### src/rtl/trng_osc_seq.sv
// ============================================================================
// Module   : trng_osc_seq
// Purpose  : Sequencer for a bank of XOR/AND oscillator cells. For each random
//            bit it resets the cells, arms them, releases the trigger, then
//            samples the synchronized, XOR-folded cell outputs. 32 bits are
//            packed into a word offered over a valid/ready handshake.
// Config   : `define TRNG_HEALTH_EN to add a repetition-count health test on
//            the folded sample (sticky health_fail output).
// Revision : 1.0 - initial release
// ============================================================================
`default_nettype none

module trng_osc_seq #(
   parameter int N_OSC   = 4,
   parameter int RST_CYC = 4,
   parameter int ARM_CYC = 2,
   parameter int RUN_CYC = 64,
   parameter int REP_LIM = 16
) (
   input  logic             clk,
   input  logic             resetn,
   input  logic             en,
   input  logic [N_OSC-1:0] osc_in,
   output logic             osc_t,
   output logic             osc_i1,
   output logic             osc_i2,
   output logic [31:0]      rnd_data,
   output logic             rnd_valid,
   input  logic             rnd_ready,
   output logic             busy,
   output logic             health_fail
);

   localparam logic [2:0] S_IDLE = 3'd0;
   localparam logic [2:0] S_RST  = 3'd1;
   localparam logic [2:0] S_ARM  = 3'd2;
   localparam logic [2:0] S_RUN  = 3'd3;
   localparam logic [2:0] S_HOLD = 3'd4;

   // Phase counter reload values (counter runs down to 0 inclusive)
   localparam logic [15:0] C_RST_LOAD = 16'(RST_CYC - 1);
   localparam logic [15:0] C_ARM_LOAD = 16'(ARM_CYC - 1);
   localparam logic [15:0] C_RUN_LOAD = 16'(RUN_CYC - 1);

   logic [2:0]       state_q,   state_d;
   logic [15:0]      phase_q,   phase_d;
   logic [4:0]       bit_cnt_q, bit_cnt_d;
   logic             arm_sel_q, arm_sel_d;
   logic [31:0]      data_q,    data_d;
   logic [N_OSC-1:0] sync1_q,   sync2_q;
   logic             samp_bit;
   logic             sample_now;
   logic             health_trip;
   logic             health_q;

   // Two-stage synchronizer on the asynchronous oscillator outputs
   always_ff @(posedge clk or negedge resetn) begin
      if (!resetn) begin
         sync1_q <= '0;
         sync2_q <= '0;
      end else begin
         sync1_q <= osc_in;
         sync2_q <= sync1_q;
      end
   end

   assign samp_bit   = ^sync2_q;
   // Last clock of the RUN phase with generation still enabled
   assign sample_now = (state_q == S_RUN) && en && (phase_q == 16'd0);

`ifdef TRNG_HEALTH_EN
   logic [7:0] rep_q;
   logic [7:0] rep_next;
   logic       last_q;

   // Run length of identical samples including the current one, saturating
   always_comb begin
      rep_next = 8'd1;
      if ((samp_bit == last_q) && (rep_q != 8'd0)) begin
         rep_next = (rep_q == 8'hFF) ? 8'hFF : rep_q + 8'd1;
      end
   end

   assign health_trip = (rep_next >= 8'(REP_LIM));

   // Repetition-count state and sticky failure flag (cleared by en=0 in IDLE)
   always_ff @(posedge clk or negedge resetn) begin
      if (!resetn) begin
         rep_q    <= 8'd0;
         last_q   <= 1'b0;
         health_q <= 1'b0;
      end else if ((state_q == S_IDLE) && !en) begin
         rep_q    <= 8'd0;
         last_q   <= 1'b0;
         health_q <= 1'b0;
      end else if (sample_now) begin
         rep_q  <= rep_next;
         last_q <= samp_bit;
         if (health_trip) begin
            health_q <= 1'b1;
         end
      end
   end
`else
   assign health_trip = 1'b0;
   assign health_q    = 1'b0;
`endif

   // Next-state logic for the sequencer, bit counter and shift register
   always_comb begin
      state_d   = state_q;
      phase_d   = phase_q;
      bit_cnt_d = bit_cnt_q;
      arm_sel_d = arm_sel_q;
      data_d    = data_q;
      case (state_q)
         S_IDLE: begin
            if (en && !health_q) begin
               state_d = S_RST;
               phase_d = C_RST_LOAD;
            end
         end
         S_RST, S_ARM, S_RUN: begin
            if (!en) begin
               // Abandon the partial word
               state_d   = S_IDLE;
               phase_d   = 16'd0;
               bit_cnt_d = 5'd0;
               data_d    = 32'd0;
            end else if (phase_q != 16'd0) begin
               phase_d = phase_q - 16'd1;
            end else if (state_q == S_RST) begin
               state_d = S_ARM;
               phase_d = C_ARM_LOAD;
            end else if (state_q == S_ARM) begin
               state_d = S_RUN;
               phase_d = C_RUN_LOAD;
            end else begin
               data_d    = {data_q[30:0], samp_bit};
               bit_cnt_d = bit_cnt_q + 5'd1;
               arm_sel_d = ~arm_sel_q;
               if (health_trip) begin
                  state_d   = S_IDLE;
                  phase_d   = 16'd0;
                  bit_cnt_d = 5'd0;
                  data_d    = 32'd0;
               end else if (bit_cnt_q == 5'd31) begin
                  state_d = S_HOLD;
               end else begin
                  state_d = S_RST;
                  phase_d = C_RST_LOAD;
               end
            end
         end
         S_HOLD: begin
            if (rnd_ready) begin
               bit_cnt_d = 5'd0;
               if (en && !health_q) begin
                  state_d = S_RST;
                  phase_d = C_RST_LOAD;
               end else begin
                  state_d = S_IDLE;
               end
            end
         end
         default: begin
            state_d = S_IDLE;
         end
      endcase
   end

   // Sequencer state registers
   always_ff @(posedge clk or negedge resetn) begin
      if (!resetn) begin
         state_q   <= S_IDLE;
         phase_q   <= 16'd0;
         bit_cnt_q <= 5'd0;
         arm_sel_q <= 1'b0;
         data_q    <= 32'd0;
      end else begin
         state_q   <= state_d;
         phase_q   <= phase_d;
         bit_cnt_q <= bit_cnt_d;
         arm_sel_q <= arm_sel_d;
         data_q    <= data_d;
      end
   end

   // Cell controls decode straight from the registered state (glitch-free)
   assign osc_t       = (state_q == S_RUN);
   assign osc_i1      = ((state_q == S_ARM) || (state_q == S_RUN)) && !arm_sel_q;
   assign osc_i2      = ((state_q == S_ARM) || (state_q == S_RUN)) &&  arm_sel_q;
   assign rnd_data    = data_q;
   assign rnd_valid   = (state_q == S_HOLD);
   assign busy        = (state_q != S_IDLE);
   assign health_fail = health_q;

endmodule

`default_nettype wire

### config.mk
export PLATFORM = sky130hd
export DESIGN_NAME = trng_osc_seq
export DESIGN_NICKNAME = d
export VERILOG_FILES = /design/src/rtl/trng_osc_seq.sv
export SDC_FILE = /design/constraint.sdc
export NUM_CORES = 1
export LEC_CHECK = 0
export ABC_AREA = 1
export BUFFER_PORTS_ARGS = -buffer_cell sky130_fd_sc_hd__buf_2
export CORE_MARGIN = 8
export CORE_UTILIZATION = 35
export DETAILED_ROUTE_END_ITERATION = 7
export SYNTH_ARGS = -nofsm -noshare
export SYNTH_HDL_FRONTEND = slang
export SYNTH_SLANG_ARGS = --single-unit
### constraint.sdc
create_clock -name clk -period 3.05 [get_ports clk]
set_input_delay 0.1525 -clock clk [delete_from_list [all_inputs] [get_ports clk]]
set_output_delay 0.1525 -clock clk [all_outputs]
set_load 0.005 [all_outputs]
Word-level counts from Yosys, hierarchy flattened
Cells that the tools add are included.

word-level totals
  bits in writable memories = 0
  memory bits (read-only) = 0
  memories = 0
  latch bits = 0
  output and inout port bits = 38
  input port bits = 8
  bits in registers = 65
  word-level logic and storage cells = 70

operators by class
  equal/unequal tests = 14
  multiply operators = 0
  bitwise logic cells = 4
  $lt $le $gt $ge = 0
  shift operators = 0
  reductions and logical operators = 16
  add/subtract/negate cells = 2
  div/mod/pow operators = 0
  mux-type cells = 27

operators by type and width
  kind                   number
  $mux 32                4
  $mux 16                7
  $pmux 16 s3            1
  $mux 5                 5
  $mux 3                 7
  $reduce_bool 16->1     1
  $sub 16x1->16 const B  1
  $pmux 5 s2             1
  $reduce_and 5->1       2
  $ne 3x3->1 const B     3
  $pmux 3 s3             1
  $ne 2x2->1 const B     4
  $eq 3x2->1 const B     2
  $ne 6x6->1 const B     1
  $reduce_and 3->1       2
  $reduce_bool 3->1      2
  $add 5x1->5 const B    1
  $eq 5x5->1 const B     1
  $not 1->1              4
  $reduce_and 4->1       1
  $reduce_xor 4->1       1
  $eq 3x1->1 const B     1
  $eq 3x3->1 const B     1
  $logic_not 3->1        1
  7 further kinds        8

Longest topological paths before layout
  depth in word-level cells = 7
  mapped depth = 12

Worst setup path before layout
Ideal clock, no wire load.

  kind = register to register
  start = reg bit_cnt_q[0]
  end = reg phase_q[12]
  cell stages (with the launch flop) = 12
  required time = 2.933 ns
  data arrival time = 1.506 ns
  slack = 1.427 ns
  library setup time = 0.117 ns
  cells stage by stage = dfrtp_1 -> ha_1 -> nand2_1 -> nor2_1 -> ha_1 -> nand2_1 -> nor2_1 -> nand3_1 -> buf_2 -> nand3_2 -> nor2_1 -> nor2_1

between the ends
  longest elaborated chain between the ends = 3

ends and longest elaborated chain
  element                     line  text
  start, declared             47    logic [4:0] bit_cnt_q, bit_cnt_d;
  start signal, assigned      183   bit_cnt_q <= bit_cnt_d;
  $eq 5x5->1                  147   end else if (bit_cnt_q == 5'd31) begin
  $ne 6x6->1 (no line)        n/a
  $reduce_and 3->1 (no line)  n/a
  end signal, assigned        182   phase_q <= phase_d;
  end, declared               46    logic [15:0] phase_q, phase_d;

No other way between the ends.
A chain may end at the register's enable or synchronous reset.

Final worst setup path
  start = reg bit_cnt_q[0]
  end = reg phase_q[10]

The elaborated chain is that of the path after synthesis.

==> reports/metrics.cfg <==
[placed_design]
weighted_congestion_reported_at_the_end_of_routability_driven_placement = 0.856
place.detailed.hpwl_um = 5160
port_buffers = 44
placedInstanceArea_sq_mm = 0.00368
pre_cts_slack_ns = 0.781

[clocking]
clock_tree.htree_level_count = 3
cts_tree = built
buffer_cell_driving_the_clock_tree_root = sky130_fd_sc_hd__clkbuf_8
numClockSinks = 65
clk_pin_slew_worst_paths_ns = 0.07
tritoncts.num_buffers = 9
clockBufferDepth = 2
worst_skew_pair.late_latency_ns = 0.34

[routing]
final_antenna_net_count = 0
total_wirelength_um = 7320
drcViolationCount = 0
routed_wire_length_per_instance_um = 12.3
firstDrtPassIters = 6
drtIter0Drc = 143
dr_total_vias = 2753
viasPerCell = 4.62

[layout]
final_cell_area_sq_mm = 0.00394
fill_cells = 1001
final-seq-area_sq_mm = 0.00163
area.growth.synth_to_final_pct = 16.9
drive_above_1_share_pct = 25.3
number_of_nets_in_the_layout = 469
multiInputGateArea_sq_mm = 0.00149

[floorplanning]
die_w_um = 114
floorplan.die.height_um = 114
num_io_pins = 46
standard_cell_core_area_sq_mm = 0.00955
die_area_sq_mm = 0.0130
row_count = 36
initial_utilization_pct = 35.3

[yosys]
ys_seq_area_share_pct = 48.2
synth_area_per_cell_sq_um = 8.27
leading_post_synthesis_cells_by_cell_area = sky130_fd_sc_hd__dfrtp_1 (48%), sky130_fd_sc_hd__nand2_1 (14%), sky130_fd_sc_hd__o21ai_2 (8.0%), sky130_fd_sc_hd__nor2_1 (4.9%), sky130_fd_sc_hd__inv_1 (3.8%)
synthCells = 408
synth_top_cells_by_count = sky130_fd_sc_hd__nand2_1 (128), sky130_fd_sc_hd__dfrtp_1 (65), sky130_fd_sc_hd__nor2_1 (44)
post-synth-top-area-cell = sky130_fd_sc_hd__dfrtp_1
yosys.cell_count.top_type = sky130_fd_sc_hd__nand2_1
synth-main-ff-cell = sky130_fd_sc_hd__dfrtp_1
yosysTopAreaCellShare_pct = 48.2
ys_async_sr_fraction_pct = 100
synth.cell_area_sq_mm = 0.00337
count_of_warnings_emitted_by_yosys = 0
synth.net_count = 419
yosysUniqueCellTypes = 32
synth_edf_count = 0
register_bit_count_reported_by_yosys = 65

[setup_path]
timing.critical_path.required_ns = 3.31
timing.critical_path.to_type = register
worst-r2r-cell-count = 10
capture_instance_of_the_worst_register_to_register_path = phase_q[10]$_DFFE_PN0P_
rrSetupSlack_ns = 0.80
worstSetupStartpointType = register
critical_path.reg2reg.startpoint = bit_cnt_q[0]$_DFFE_PN0P_
cp.arrival_ns = 2.51
worstPathMaxFanout = 12
timing.critical_path.from = bit_cnt_q[0]$_DFFE_PN0P_
timing_worst_setup_path_type = register to register

[run_status]
status = finished clean

[sta]
final_max_slew_viol_count = 0
worst_slew_pin_slew_ns = 0.835
final.setup.worst_slack_ns = 0.802
hold_viol_final = 0
max_freq_mhz = 445
timing.final.setup_violations = 0
totalNegativeSetupSlack_ns = 0
hold_slack_ns = 0.165
clock_skew_ns = 0.00851
post-route-period-util_pct = 73.7
final_period_minus_worst_setup_slack_ns = 2.25
slew-limit-headroom_pct = 44.3
setup_repair_after_global_routing_missed_its_margin = false

[flow_run]
max_cap_viol_count = 0

[global_routing]
grt_use_total_pct = 12.1
use_met3_pct = 4.01
global_route.overflow_total = 0
grt_pass1_wl_um = 12700
gr-usage-met1_pct = 14.8
busiest_layer = met2
gr_util_met2_pct = 18.8
pin_count_of_the_biggest_net_entering_global_routing = 65
vias_in_the_first_global_route = 2787
number_of_antenna_violations_at_the_first_check_in_global_routing = 0

[power_and_ir_drop]
p_leak_nw = 2.02
max-vdd-ir-drop_mv = 0.400
power_per_cell_area_mw_per_mm2 = 831

[hold_path]
min_path_type = input pin to register
worstHoldPathCells = 3
hold_path_end = state_q[2]$_DFFE_PN0P_
origin_of_the_worst_min_delay_path = rnd_ready

-- worst max path at each step --
stage | end | slack, ns
floorplan | phase_q[12]$_DFFE_PN0P_ | 1.43
finish | phase_q[10]$_DFFE_PN0P_ | 0.80
global placement | phase_q[10]$_DFFE_PN0P_ | 0.87
CTS | phase_q[10]$_DFFE_PN0P_ | 0.77
detailed placement | phase_q[10]$_DFFE_PN0P_ | 0.78
global route | phase_q[10]$_DFFE_PN0P_ | 0.56
-- registers in the layout, indices dropped and copies added (netlist names) --
register	count
state_q	3
sync2_q	4
arm_sel_q	1
sync1_q	4
bit_cnt_q	5
rnd_data	32
phase_q	16
-- where the power goes --
group          internal, W  total, W  switching [W]
clock             0.000478  0.000794       0.000317
combinational     0.000425   0.00136       0.000934
sequential         0.00100   0.00112       0.000121
-- what timing repair did --
action | CTS | global route
hold buffers | 5 | 0
resized for setup | 0 | 0
hold endpoints to repair | 39 | 0
setup buffers | 0 | 0
-- through the flow --
step / utilization, % / total power (W) / instances
after floorplan: - / 0.00226 / 408
after global placement: 38.5 / 0.00247 / 575
after detailed placement: 38.5 / 0.00249 / 575
after CTS: 41.3 / 0.00332 / 595
after global routing: 41.3 / 0.00357 / 595
final: 41.3 / 0.00328 / 596
-- worst max-delay path: stages, from the launching register on --
cell,delay [ns]
sky130_fd_sc_hd__dfrtp_1,0.39
sky130_fd_sc_hd__ha_1,0.18
sky130_fd_sc_hd__nand2_1,0.07
sky130_fd_sc_hd__nor2_1,0.11
sky130_fd_sc_hd__ha_1,0.15
sky130_fd_sc_hd__nand2_1,0.06
sky130_fd_sc_hd__nor2_1,0.21
sky130_fd_sc_hd__nand3_1,0.41
sky130_fd_sc_hd__nand3_1,0.36
sky130_fd_sc_hd__nand2_1,0.10
sky130_fd_sc_hd__a21oi_2,0.12
-- cell usage in the layout (no fill, tap or decap) --
cell / netlist / routed
sky130_fd_sc_hd__conb_1: 1 / 1
sky130_fd_sc_hd__o21ai_2: 31 / 31
sky130_fd_sc_hd__a21oi_1: 2 / 2
sky130_fd_sc_hd__dfrtp_1: 65 / 65
sky130_fd_sc_hd__diode_2: 0 / 1
sky130_fd_sc_hd__nor3_1: 4 / 4
sky130_fd_sc_hd__nand3b_1: 2 / 2
sky130_fd_sc_hd__bufinv_16: 0 / 2
sky130_fd_sc_hd__clkbuf_1: 4 / 2
sky130_fd_sc_hd__nor4_1: 1 / 1
sky130_fd_sc_hd__nand3_1: 21 / 21
sky130_fd_sc_hd__xor2_1: 6 / 6
sky130_fd_sc_hd__nor2_1: 44 / 44
sky130_fd_sc_hd__nor3_4: 1 / 1
sky130_fd_sc_hd__nand2_2: 8 / 8
sky130_fd_sc_hd__nand2_1: 128 / 128
sky130_fd_sc_hd__clkbuf_8: 0 / 10
sky130_fd_sc_hd__nor2_4: 1 / 1
sky130_fd_sc_hd__nand3_4: 1 / 1
sky130_fd_sc_hd__nor2_2: 6 / 6
sky130_fd_sc_hd__ha_1: 3 / 3
sky130_fd_sc_hd__a21oi_2: 2 / 2
sky130_fd_sc_hd__buf_2: 1 / 44
sky130_fd_sc_hd__o21ai_0: 6 / 6
sky130_fd_sc_hd__dlygate4sd3_1: 0 / 5
sky130_fd_sc_hd__nand3_2: 2 / 2
sky130_fd_sc_hd__xnor2_1: 2 / 2
sky130_fd_sc_hd__a31oi_1: 1 / 1
sky130_fd_sc_hd__inv_2: 4 / 4
sky130_fd_sc_hd__inv_1: 34 / 34
sky130_fd_sc_hd__a2bb2oi_1: 1 / 1
sky130_fd_sc_hd__o21ai_1: 10 / 10
sky130_fd_sc_hd__clkinv_2: 0 / 1
sky130_fd_sc_hd__nand4_1: 7 / 7
sky130_fd_sc_hd__buf_4: 1 / 4
-- cell families after synthesis --
family | Yosys count | synth area share, %
AO/OA/AOI/OAI | 53 | 11.7
flip-flops | 65 | 48.2
buffers and inverters | 52 | 7.49
XOR/XNOR | 8 | 2.08
other | 1 | 0.111
AND/OR/NAND/NOR | 226 | 29.3
adder cells (fa/ha/maj) | 3 | 1.11
-- routing by layer --
metal / vias up / share of wire, %
met2: 65 / 45
li1: 1393 / -
met1: 1285 / 47
met5: - / 0
met4: 0 / 1.8
met3: 10 / 6.0
-- cell type report --
cell class / count / area share, %
timing repair buffer: 53 / 7.62
clock buffer: 12 / 3.68
antenna: 1 / 0.0635
sequential: 65 / 41.3
multi-input combinational: 291 / 37.9
tap: 133 / 4.22
clock inverter: 3 / 1.65
inverter: 38 / 3.62
Power figures use the tool's default switching activity.
